===== config.mk =====
export PLATFORM = sky130hd
export DESIGN_NAME = instr_mem_loader
export DESIGN_NICKNAME = d
export VERILOG_FILES = /design/src/rtl/instr_mem_loader.sv
export SDC_FILE = /design/constraint.sdc
export NUM_CORES = 1
export LEC_CHECK = 0
export CORE_MARGIN = 3
export CORE_UTILIZATION = 52
export CTS_CLUSTER_DIAMETER = 120
export CTS_CLUSTER_SIZE = 8
export DETAILED_ROUTE_END_ITERATION = 10
export GPL_TIMING_DRIVEN = 0
export PLACE_DENSITY = 0.76
export SLEW_MARGIN = 30
export SYNTH_ARGS = -nofsm -noshare
export SYNTH_HDL_FRONTEND = slang
export SYNTH_SLANG_ARGS = --single-unit

===== constraint.sdc =====
create_clock -name clk -period 2.4 [get_ports clk]
set_input_delay 0.6 -clock clk [delete_from_list [all_inputs] [get_ports clk]]
set_output_delay 0.6 -clock clk [all_outputs]
set_load 0.01 [all_outputs]

===== src/rtl/instr_mem_loader.sv =====
// Streams a byte image into instruction memory, zero-pads to a word boundary; writes appear 1 cycle after accept, in_ready stalls outside LOAD.
// Optional LOADER_CHECKSUM_EN adds an 8-bit XOR checksum output over every byte written, pads included.
module instr_mem_loader #(
  parameter int ADDR_WIDTH = 32,
  parameter int MEM_BYTES  = 256
) (
  input  logic                  clk,
  input  logic                  rst_n,
  input  logic                  start,
  input  logic                  in_valid,
  input  logic [7:0]            in_data,
  input  logic                  in_last,
  output logic                  in_ready,
  output logic                  we,
  output logic [ADDR_WIDTH-1:0] waddr,
  output logic [7:0]            wd,
  output logic                  busy,
  output logic                  done,
  output logic                  overflow,
`ifdef LOADER_CHECKSUM_EN
  output logic [7:0]            checksum,
`endif
  output logic [ADDR_WIDTH-1:0] byte_count
);

  typedef enum logic [2:0] {
    S_IDLE,
    S_LOAD,
    S_PAD,
    S_DONE,
    S_ERROR
  } state_t;

  localparam logic [ADDR_WIDTH-1:0] LAST_ADDR = ADDR_WIDTH'(MEM_BYTES - 1);

  state_t                state, state_nxt;
  logic [ADDR_WIDTH-1:0] ptr, ptr_nxt;
  logic [ADDR_WIDTH-1:0] cnt_nxt;
  logic [ADDR_WIDTH-1:0] waddr_nxt;
  logic [7:0]            wd_nxt;
  logic                  we_nxt;
  logic                  word_end;
  logic                  restart;

  // The byte being written at ptr closes its 32-bit word.
  assign word_end = (ptr[1:0] == 2'b11);

  assign in_ready = (state == S_LOAD);
  assign busy     = (state == S_LOAD) || (state == S_PAD);
  assign done     = (state == S_DONE);
  assign overflow = (state == S_ERROR);

  always_ff @(posedge clk) begin
    if (!rst_n) begin
      state <= S_IDLE;
    end else begin
      state <= state_nxt;
    end
  end

  always_comb begin
    state_nxt = state;
    ptr_nxt   = ptr;
    cnt_nxt   = byte_count;
    waddr_nxt = waddr;
    wd_nxt    = wd;
    we_nxt    = 1'b0;
    restart   = 1'b0;
    case (state)
      S_IDLE, S_DONE, S_ERROR: begin
        if (start) begin
          restart   = 1'b1;
          state_nxt = S_LOAD;
          ptr_nxt   = '0;
          cnt_nxt   = '0;
        end
      end
      S_LOAD: begin
        if (in_valid && in_ready) begin
          we_nxt    = 1'b1;
          waddr_nxt = ptr;
          wd_nxt    = in_data;
          ptr_nxt   = ptr + 1'b1;
          cnt_nxt   = byte_count + 1'b1;
          if (in_last) begin
            state_nxt = word_end ? S_DONE : S_PAD;
          end else if (ptr == LAST_ADDR) begin
            state_nxt = S_ERROR;
          end
        end
      end
      S_PAD: begin
        we_nxt    = 1'b1;
        waddr_nxt = ptr;
        wd_nxt    = 8'h00;
        ptr_nxt   = ptr + 1'b1;
        cnt_nxt   = byte_count + 1'b1;
        if (word_end) begin
          state_nxt = S_DONE;
        end
      end
      default: begin
        state_nxt = S_IDLE;
      end
    endcase
  end

  always_ff @(posedge clk) begin
    if (!rst_n) begin
      ptr        <= '0;
      byte_count <= '0;
      we         <= 1'b0;
      waddr      <= '0;
      wd         <= 8'h00;
    end else begin
      ptr        <= ptr_nxt;
      byte_count <= cnt_nxt;
      we         <= we_nxt;
      waddr      <= waddr_nxt;
      wd         <= wd_nxt;
    end
  end

`ifdef LOADER_CHECKSUM_EN
  logic [7:0] csum, csum_nxt;

  always_comb begin
    csum_nxt = csum;
    if (restart) begin
      csum_nxt = 8'h00;
    end else if (we_nxt) begin
      csum_nxt = csum ^ wd_nxt;
    end
  end

  always_ff @(posedge clk) begin
    if (!rst_n) begin
      csum <= 8'h00;
    end else begin
      csum <= csum_nxt;
    end
  end

  assign checksum = csum;
`endif

endmodule


Word-level counts from Yosys, hierarchy flattened
Cells that the tools add are included.

operators by class
  add/subtract/negate cells = 2
  $mul = 0
  divide/modulo/power cells = 0
  magnitude comparators = 0
  equal/unequal tests = 10
  shift-type cells = 0
  mux-type cells = 18
  bitwise logic cells = 0
  reduce and logical (&&, ||, !) cells = 9

operators with widths
  operator                                         number
  case mux 32 bit (3 select lines)                 2
  2-to-1 mux 32 bit                                4
  adder 32 x 1 -> 32 bit (second input constant)   2
  case mux 32 bit (2 select lines)                 1
  == test 32 x 8 -> 1 bit (second input constant)  1
  case mux 8 bit (2 select lines)                  1
  2-to-1 mux 3 bit                                 5
  case mux 3 bit (3 select lines)                  1
  2-to-1 mux 8 bit                                 1
  == test 3 x 2 -> 1 bit (second input constant)   2
  != test 2 bit (second input constant)            2
  AND reduction 4 bit                              1
  == test 3 x 1 -> 1 bit (second input constant)   1
  == test 3 bit (second input constant)            1
  zero test 3 bit                                  1
  != test 3 x 2 -> 1 bit (second input constant)   1
  AND reduction 3 bit                              1
  nonzero test 3 bit                               1
  OR reduction 3 bit                               1
  == test 2 bit (second input constant)            1
  2-to-1 mux 1 bit                                 2
  != test 2 x 1 -> 1 bit (second input constant)   1
  case mux 1 bit (2 select lines)                  1
  AND reduction 2 bit                              1
  3 further kinds                                  3

word-level totals
  register bits = 108
  bits in latches = 0
  memory bits (writable) = 0
  ROM bits = 0
  bits of input ports = 13
  memories kept = 0

Logic depth before layout (Yosys ltp)
Gate-level depths: netlist of run 1.

  depth after elaboration = 5
  depth in mapped cells = 9
  gate-level depth less buffers = 6

Least setup slack after synthesis of run 1
OpenSTA, ideal clock, no wires.

  kind = in2reg
  from = in start
  to = reg ptr[19]
  setup time = 0.128 ns
  data arrival time = 1.746 ns
  setup slack = 0.526 ns
  cell stages on the path = 8
  path buffers = 3
  cell sequence = nand2b_1 -> a21oi_2 -> buf_4 -> buf_2 -> buf_2 -> o211ai_1 -> xor2_1 -> nor2_1

on the way
  cells in the longest elaborated chain, start to end = 2

ends and longest elaborated chain
  element                               line  RTL
  start: declaration                    9     input logic start,
  != test 2 bit (no source line)        -
  AND reduction 3 bit (no source line)  -
  end signal: assignment                116   ptr <= ptr_nxt;
  end: declaration                      37    logic [ADDR_WIDTH-1:0] ptr, ptr_nxt;

No other way between the ends.
A chain may end at the register's enable or synchronous reset.

Final worst setup path of run 1
  from = reg state[2]
  to = out in_ready

on the way
  cells in the longest elaborated chain, start to end = 1

ends and longest elaborated chain
  element                   line  RTL
  start: declaration        36    state_t state, state_nxt;
  start signal: assignment  57    state <= state_nxt;
  == test 3 x 1 -> 1 bit    48    assign in_ready = (state == S_LOAD);
  end: declaration          13    output logic in_ready,

No other way between the ends.

==> summary.txt, run 1 <==
Logic synthesis
  – Synthesized area per cell: 8.57 sq um
  – Post-Synthesis Cells: 568
  – Post-synth cell types: 51
  – Ranking of synthesized cells by area: dfxtp_1 44%, nand2_1 7.3%, a21boi_0 5.2%
  – Post-synth top area share: 44.4%
  – FF+latch count, synth: 108
  – Post-synthesis sequential area ratio: 44.4%
  – Primary FF master, synth: dfxtp_1
  – Area leader, netlist: dfxtp_1
  – Synth Warn #: 0
  – Post-Syn Area: 4870 sq um
  – Mapped Nets: 583
  – Post-synth EDFFs: 0
  – Post-synthesis async set-or-reset flop share: 0%

GRT
  – Pin count of the biggest net entering global routing: 19
  – Tot GR Track Use: 24.5%
  – Vias in the first global route: 4368
  – First-pass GRT wire length: 20900 microns
  – Initial antenna violation count: 0
  – Overflow after GRT: 0

Critical path
  – CP Launch Point: state[2]
  – Critical path type: reg2out
  – Worst r2r src: state[1]
  – Setup crit end kind: output pin
  – Crit-path cells: buf_2 > nand2b_1 > nor2_1 > clkdlybuf4s50_1
  – Critical path buffer and inverter count: 2
  – CP required: 1.80 ns
  – Worst Setup EP: in_ready
  – R2R Setup Slk: 0.20 ns
  – Critical path peak fanout: 10
  – CP arrival: 1.74 ns
  – CP max stage cell: clkdlybuf4s50_1
  – Worst path depth: 4
  – RR Endpoint: byte_count[30]
  – CP top delay family: buffers and inverters
  – Crit start category: flip-flop
  – CP max stage delay: 0.55 ns
  – R2R depth: 7

Floorplan
  – Chip Height: 103 microns
  – Initial core utilization: 54.7%
  – Die area: 10600 sq um
  – # IOs: 90
  – Die X: 103 microns
  – Core Area: 8890 sq um
  – Std-Cell Rows: 34

STA
  – Slew Viols, Final: 0
  – Worst Clk Skew: 0.0115 ns
  – RSZ-0062 raised after global routing: true
  – Setup violators final: 0
  – Post-route setup TNS: 0 ns
  – Worst Tran Pin Value: 0.587 ns
  – Minimum clock period after layout: 2.34 ns
  – Endpoints failing hold: 0
  – Worst hold slack: 0.463 ns
  – Relative slew slack: 60.7%
  – Max Freq: 0.428 GHz
  – Final period util: 97.4%

Placed design
  – GP Congestion: 0.887
  – HPWL Detailed: 9160 microns
  – PortBufs: 89

Routing
  – Routed WL: 12500 microns
  – Via/cell ratio: 5.80
  – DR vias: 4524
  – Residual DRC: 0
  – Routed len/inst: 16.0 microns
  – Post-DRT Antenna Nets: 0
  – Router iterations before antenna repair: 5
  – Drt initial violations: 248

Cells and area
  – P&R area growth vs syn: 26.0%
  – Most frequent cells in the layout: 108 x dfxtp_1, 95 x nand2_1, 86 x clkdlybuf4s50_1, 41 x nor2_1, 34 x a21boi_0
  – Share of layout cells above drive strength 1: 6.99%
  – Most common cell after layout, fill and taps aside: dfxtp_1
  – Ant. Diodes: 0
  – Fill cells: 739
  – Nets: 683

Clock tree
  – Clk sink count: 108
  – Htree depth: 3
  – TritonCTS clock tree: yes
  – Clk_lat worst skew: 0.37 ns
  – CTS Buf Count: 9
  – Post-CTS setup buffer count: 0
  – Clock Tree Root: clkbuf_8
  – Reg clk slew, reported paths: 0.10 ns
  – Cts hold-fix bufs: 0
  – Clock Path Buffers: 2

Power
  – Int Power: 2.41 mW
  – Power Density: 532 nW/um^2
  – Flop pwr share: 55.8%
  – Switch Pwr: 0.855 mW
  – Comb power frac: 9.3%
  – Clock share of power: 34.9%
  – Leak Pwr: 2.02 nW
  – Switching share of power: 26.2%
  – Peak VDD IR: 0.309 mV

Outcome
  – Status: completed

Job
  – Max-Cap Viols: 0

Hold path
  – Worst hold path type: reg2reg
==> repair_timing <==
action | in CTS | in global routing
pin swaps | 0 | 1
gates resized for setup | 5 | 14
setup endpoints to repair | 11 | 39
==> cells by family (layout without fill, tap and decap cells) <==
logic type | after synthesis | count (layout) | synth area share, %
buffers and inverters | 43 | 147 | 3.96
XOR/XNOR | 27 | 27 | 4.86
AND/OR/NAND/NOR | 242 | 242 | 25.3
AO/OA/AOI/OAI | 145 | 145 | 20.7
flip-flops | 108 | 108 | 44.4
multiplexers | 1 | 1 | 0.206
adder cells (fa/ha/maj) | 2 | 2 | 0.514
==> area by class of cell <==
type	instances	area [sq um]	share of cell area, %
clock inverters	6	71.3	1.16
flip-flops and latches	108	2160	35.2
clock buffers	9	124	2.02
multi-input cells	417	2530	41.3
repair buffers	89	895	14.6
well taps	108	135	2.20
inverters	9	33.8	0.551
plain buffers	34	183	2.98
==> state kept, by name (all words and copies together), names as in the netlist <==
register and count:
byte_count 32, ptr 32, state 3, waddr 32, wd 8, we 1
==> tightest hold or removal path, stage by stage, from the launching register on <==
cell	delay, ns
dfxtp_1	0.32
nand2_1	0.04
a21boi_0	0.06
==> synth_stat cells (2+ instances only) <==
cell and count:
dfxtp_1 108, nand2_1 95, nor2_1 41, a21boi_0 34, a21oi_1 31, xor2_1 24, o21ai_0 23, or3_1 21
clkbuf_1 19, o211ai_1 17, nand3_1 15, nand4_1 13, or4_1 13, buf_2 10, inv_1 9, o2111ai_1 9
a22o_1 8, o31ai_1 8, and2_1 7, and3_1 7, nand2b_1 5, nor4_1 5, nor3_1 4, o21ai_1 3
xnor2_1 3, a21o_1 2, a31oi_1 2, and4_1 2, buf_1 2, buf_6 2, ha_1 2, nand3b_1 2
nand4_2 2, nor4_2 2, o21a_1 2
==> power by group through the flow <==
| stage | registers [mW] | logic (mW) | clock network, mW |
|---|---|---|---|
| 2_1_floorplan | 1.86 | 0.168 | 0 |
| 6_report | 1.82 | 0.304 | 1.14 |
| 5_1_grt | 1.82 | 0.331 | 1.21 |
| 3_5_place_dp | 1.86 | 0.290 | 0 |
| 3_3_place_gp | 1.86 | 0.287 | 0 |
| 4_1_cts | 1.82 | 0.298 | 1.14 |
==> layer usage <==
metal	GRT usage (%)	share of wire (%)	up-vias
li1	-	-	2240
met1	31.7	44	2137
met2	42.6	50	123
met3	3.18	4.0	24
met4	7.67	2.2	0
met5	0	0	-
==> per-stage QoR <==
stage	instances	instance area, sq um	utilization, %	setup WS, ns	power [mW]
floorplan	568	4870	-	0.526	2.03
global placement	765	5890	66.3	-0.408	2.15
detailed placement	765	5890	66.3	-0.448	2.15
CTS	780	6110	68.7	0.0156	3.26
global route	780	6130	69.0	-0.00640	3.37
finish	780	6130	69.0	0.0624	3.26
==> how the worst min path moves through the flow <==
stage	cells past startpoint	slack (ns)	from	endpoint
2_1_floorplan	2	0.45	ptr[31]	ptr[31]
3_3_place_gp	2	0.45	waddr[21]	waddr[21]
3_5_place_dp	2	0.46	waddr[20]	waddr[20]
4_1_cts	2	0.47	waddr[20]	waddr[20]
5_1_grt	2	0.50	waddr[16]	waddr[16]
6_report	2	0.46	waddr[20]	waddr[20]
(Power assumes the default switching activity.)
==> run 2: changes to the inputs <==
==> constraint.sdc (replaced) <==
create_clock -name clk -period 2.5 [get_ports clk]
set_input_delay 0.625 -clock clk [delete_from_list [all_inputs] [get_ports clk]]
set_output_delay 0.625 -clock clk [all_outputs]
set_load 0.01 [all_outputs]
==> run 2 against run 1 <==
Effect of this change:
- design area is 0.33% lower
- sequential share of layout area is 0.12 points higher
- largest power group unchanged
- highest routed layer unchanged
- worst hold slack hardly changed
- largest cell class unchanged
==> summary.txt, run 2 (same netlist as run 1, synthesis figures left out) <==
STA
  – Endpoints failing hold: 0 (unchanged)
  – RSZ-0062 raised after global routing: false
  – Worst hold slack: 0.464 ns (+0.000157 ns)
  – Final period util: 96.2%
  – Final worst slack: 0.0946 ns (+0.0322 ns)
  – Relative slew slack: 59.7% (-1.0 points)
  – Max Freq: 0.416 GHz
  – Worst Tran Pin Value: 0.603 ns (+0.0157 ns)
  – Slew Viols, Final: 0 (unchanged)
  – Setup violators final: 0 (unchanged)
  – Worst Clk Skew: 0.0100 ns (-0.00145 ns)
  – Minimum clock period after layout: 2.41 ns

Routing
  – Post-DRT Antenna Nets: 0 (unchanged)
  – DR vias: 4486 (-0.84%)
  – Router iterations before antenna repair: 5 (unchanged)
  – Drt initial violations: 245 (-1.2%)
  – Via/cell ratio: 5.75 (-0.84%)
  – Routed len/inst: 16.0 microns (about the same)
  – Routed WL: 12500 microns (about the same)
  – Residual DRC: 0 (unchanged)

Clock tree
  – Htree depth: 3 (unchanged)
  – CTS Buf Count: 9 (unchanged)
  – Post-CTS setup buffer count: 0 (unchanged)
  – Reg clk slew, reported paths: 0.10 ns (about the same)
  – Clk_lat worst skew: 0.37 ns (about the same)
  – Cts hold-fix bufs: 0 (unchanged)
  – Clock Path Buffers: 2 (unchanged)
  – Clk sink count: 108 (unchanged)
  – Clock Tree Root: clkbuf_8
  – TritonCTS clock tree: yes

Outcome
  – Status: completed

Critical path
  – Crit start category: input port
  – Critical path type: in2reg
  – CP arrival: 2.66 ns (+0.92 ns)
  – CP Launch Point: start
  – Setup crit end kind: flip-flop
  – CP required: 2.75 ns (+0.95 ns)
  – Critical path peak fanout: 10 (unchanged)
  – R2R Setup Slk: 0.24 ns (+0.04 ns)
  – Worst r2r src: state[0]

GRT
  – Pin count of the biggest net entering global routing: 19 (unchanged)
  – Overflow after GRT: 0 (unchanged)
  – First-pass GRT wire length: 20900 microns (about the same)
  – Vias in the first global route: 4370 (+0.046%)
  – Tot GR Track Use: 24.5% (about the same)
  – Initial antenna violation count: 0 (unchanged)

Hold path
  – Hold wc startpoint: waddr[20]
  – Worst hold path type: reg2reg

Cells and area
  – Most frequent cells in the layout: 108 x dfxtp_1, 95 x nand2_1, 88 x clkdlybuf4s50_1, 41 x nor2_1, 34 x a21boi_0
  – Nets: 683 (unchanged)
  – P&R area growth vs syn: 25.6%
  – Non-filler instance count after layout: 780 (unchanged)
  – Ant. Diodes: 0 (unchanged)
  – Share of layout cells above drive strength 1: 6.55% (-0.45 points)
  – Most common cell after layout, fill and taps aside: dfxtp_1
  – Largest regs: byte_count: 32 flops, ptr: 32 flops, waddr: 32 flops

Power
  – Peak VDD IR: 0.297 mV (-3.9%)
  – Power Density: 512 nW/um^2 (-3.8%)
  – Leak Pwr: 1.98 nW (-2.0%)
  – Pwr Total: 3.13 mW (-4.1%)

Floorplan
  – Core Area: 8890 sq um (unchanged)
  – Initial core utilization: 54.7% (unchanged)
  – # IOs: 90 (unchanged)
  – Die area: 10600 sq um (unchanged)
  – Chip Height: 103 microns (unchanged)
  – Die X: 103 microns (unchanged)
  – Std-Cell Rows: 34 (unchanged)

Placed design
  – HPWL Detailed: 9160 microns (unchanged)
  – Pre-CTS setup slack: -0.373 ns (+0.0750 ns)
  – Dpl cells: 765 (unchanged)
  – PortBufs: 89 (unchanged)
  – GP Congestion: 0.887 (unchanged)

Job
  – Max-Cap Viols: 0 (unchanged)
run 2: cell types whose count changed in the layout (fill, tap and decap cells not counted), sizes merged:
cell           delta
buf               +4
clkbuf            -4
clkdlybuf4s50     +2
dlymetal6s2s      -2
run 2: repair_timing:
item / 4_1_cts / 5_1_grt
gates resized for setup: 4 / 4
hold endpoints to repair: 0 / 0
pin swaps: 0 / 0
setup endpoints to repair: 2 / 9
run 2: critical path, stage by stage:
cell and delay [ns]:
clkdlybuf4s50_1 0.55, nand2b_1 0.14, a21oi_4 0.24, buf_4 0.23, buf_2 0.26, buf_4 0.24, o211ai_1 0.13, xor2_1 0.20
nor2_1 0.06
run 2: cell type report:
| type | instances | area, sq um |
|---|---|---|
| tap | 108 | 135 |
| multi-input combinational | 417 | 2530 |
| buffer | 34 | 168 |
| sequential | 108 | 2160 |
| fill | 741 | 2780 |
| timing repair buffer | 89 | 890 |
| clock buffer | 9 | 124 |
| inverter | 9 | 33.8 |
| clock inverter | 6 | 71.3 |
run 2: report_power, final:
| group | total, mW | internal (mW) | switching, mW | leakage, nW |
|---|---|---|---|---|
| registers | 1.75 | 1.73 | 0.0122 | 0.871 |
| clock network | 1.09 | 0.467 | 0.627 | 0.0923 |
| logic | 0.288 | 0.104 | 0.183 | 1.02 |
run 2: through the flow:
step / cell area [sq um] / setup TNS [ns] / utilization (%)
floorplan: 4870 / 0 / -
global placement: 5890 / -12.58 / 66.3
detailed placement: 5890 / -15.01 / 66.3
CTS: 6100 / 0 / 68.6
global route: 6110 / 0 / 68.8
finish: 6110 / 0 / 68.8
run 2: final timing paths:
path                     to  cells after the start
max          byte_count[24]                      9
min               waddr[20]                      2
max reg2reg  byte_count[13]                      7
min reg2reg       waddr[20]                      2
run 2: routing by layer:
layer / global-route usage [%] / wire, microns / part of all wire, % / vias up
li1: - / - / - / 2234
met1: 31.8 / 5590 / 45 / 2123
met2: 42.9 / 6240 / 50 / 107
met3: 3.11 / 405 / 3.2 / 22
met4: 7.27 / 242 / 1.9 / 0
met5: 0 / 0 / 0 / -
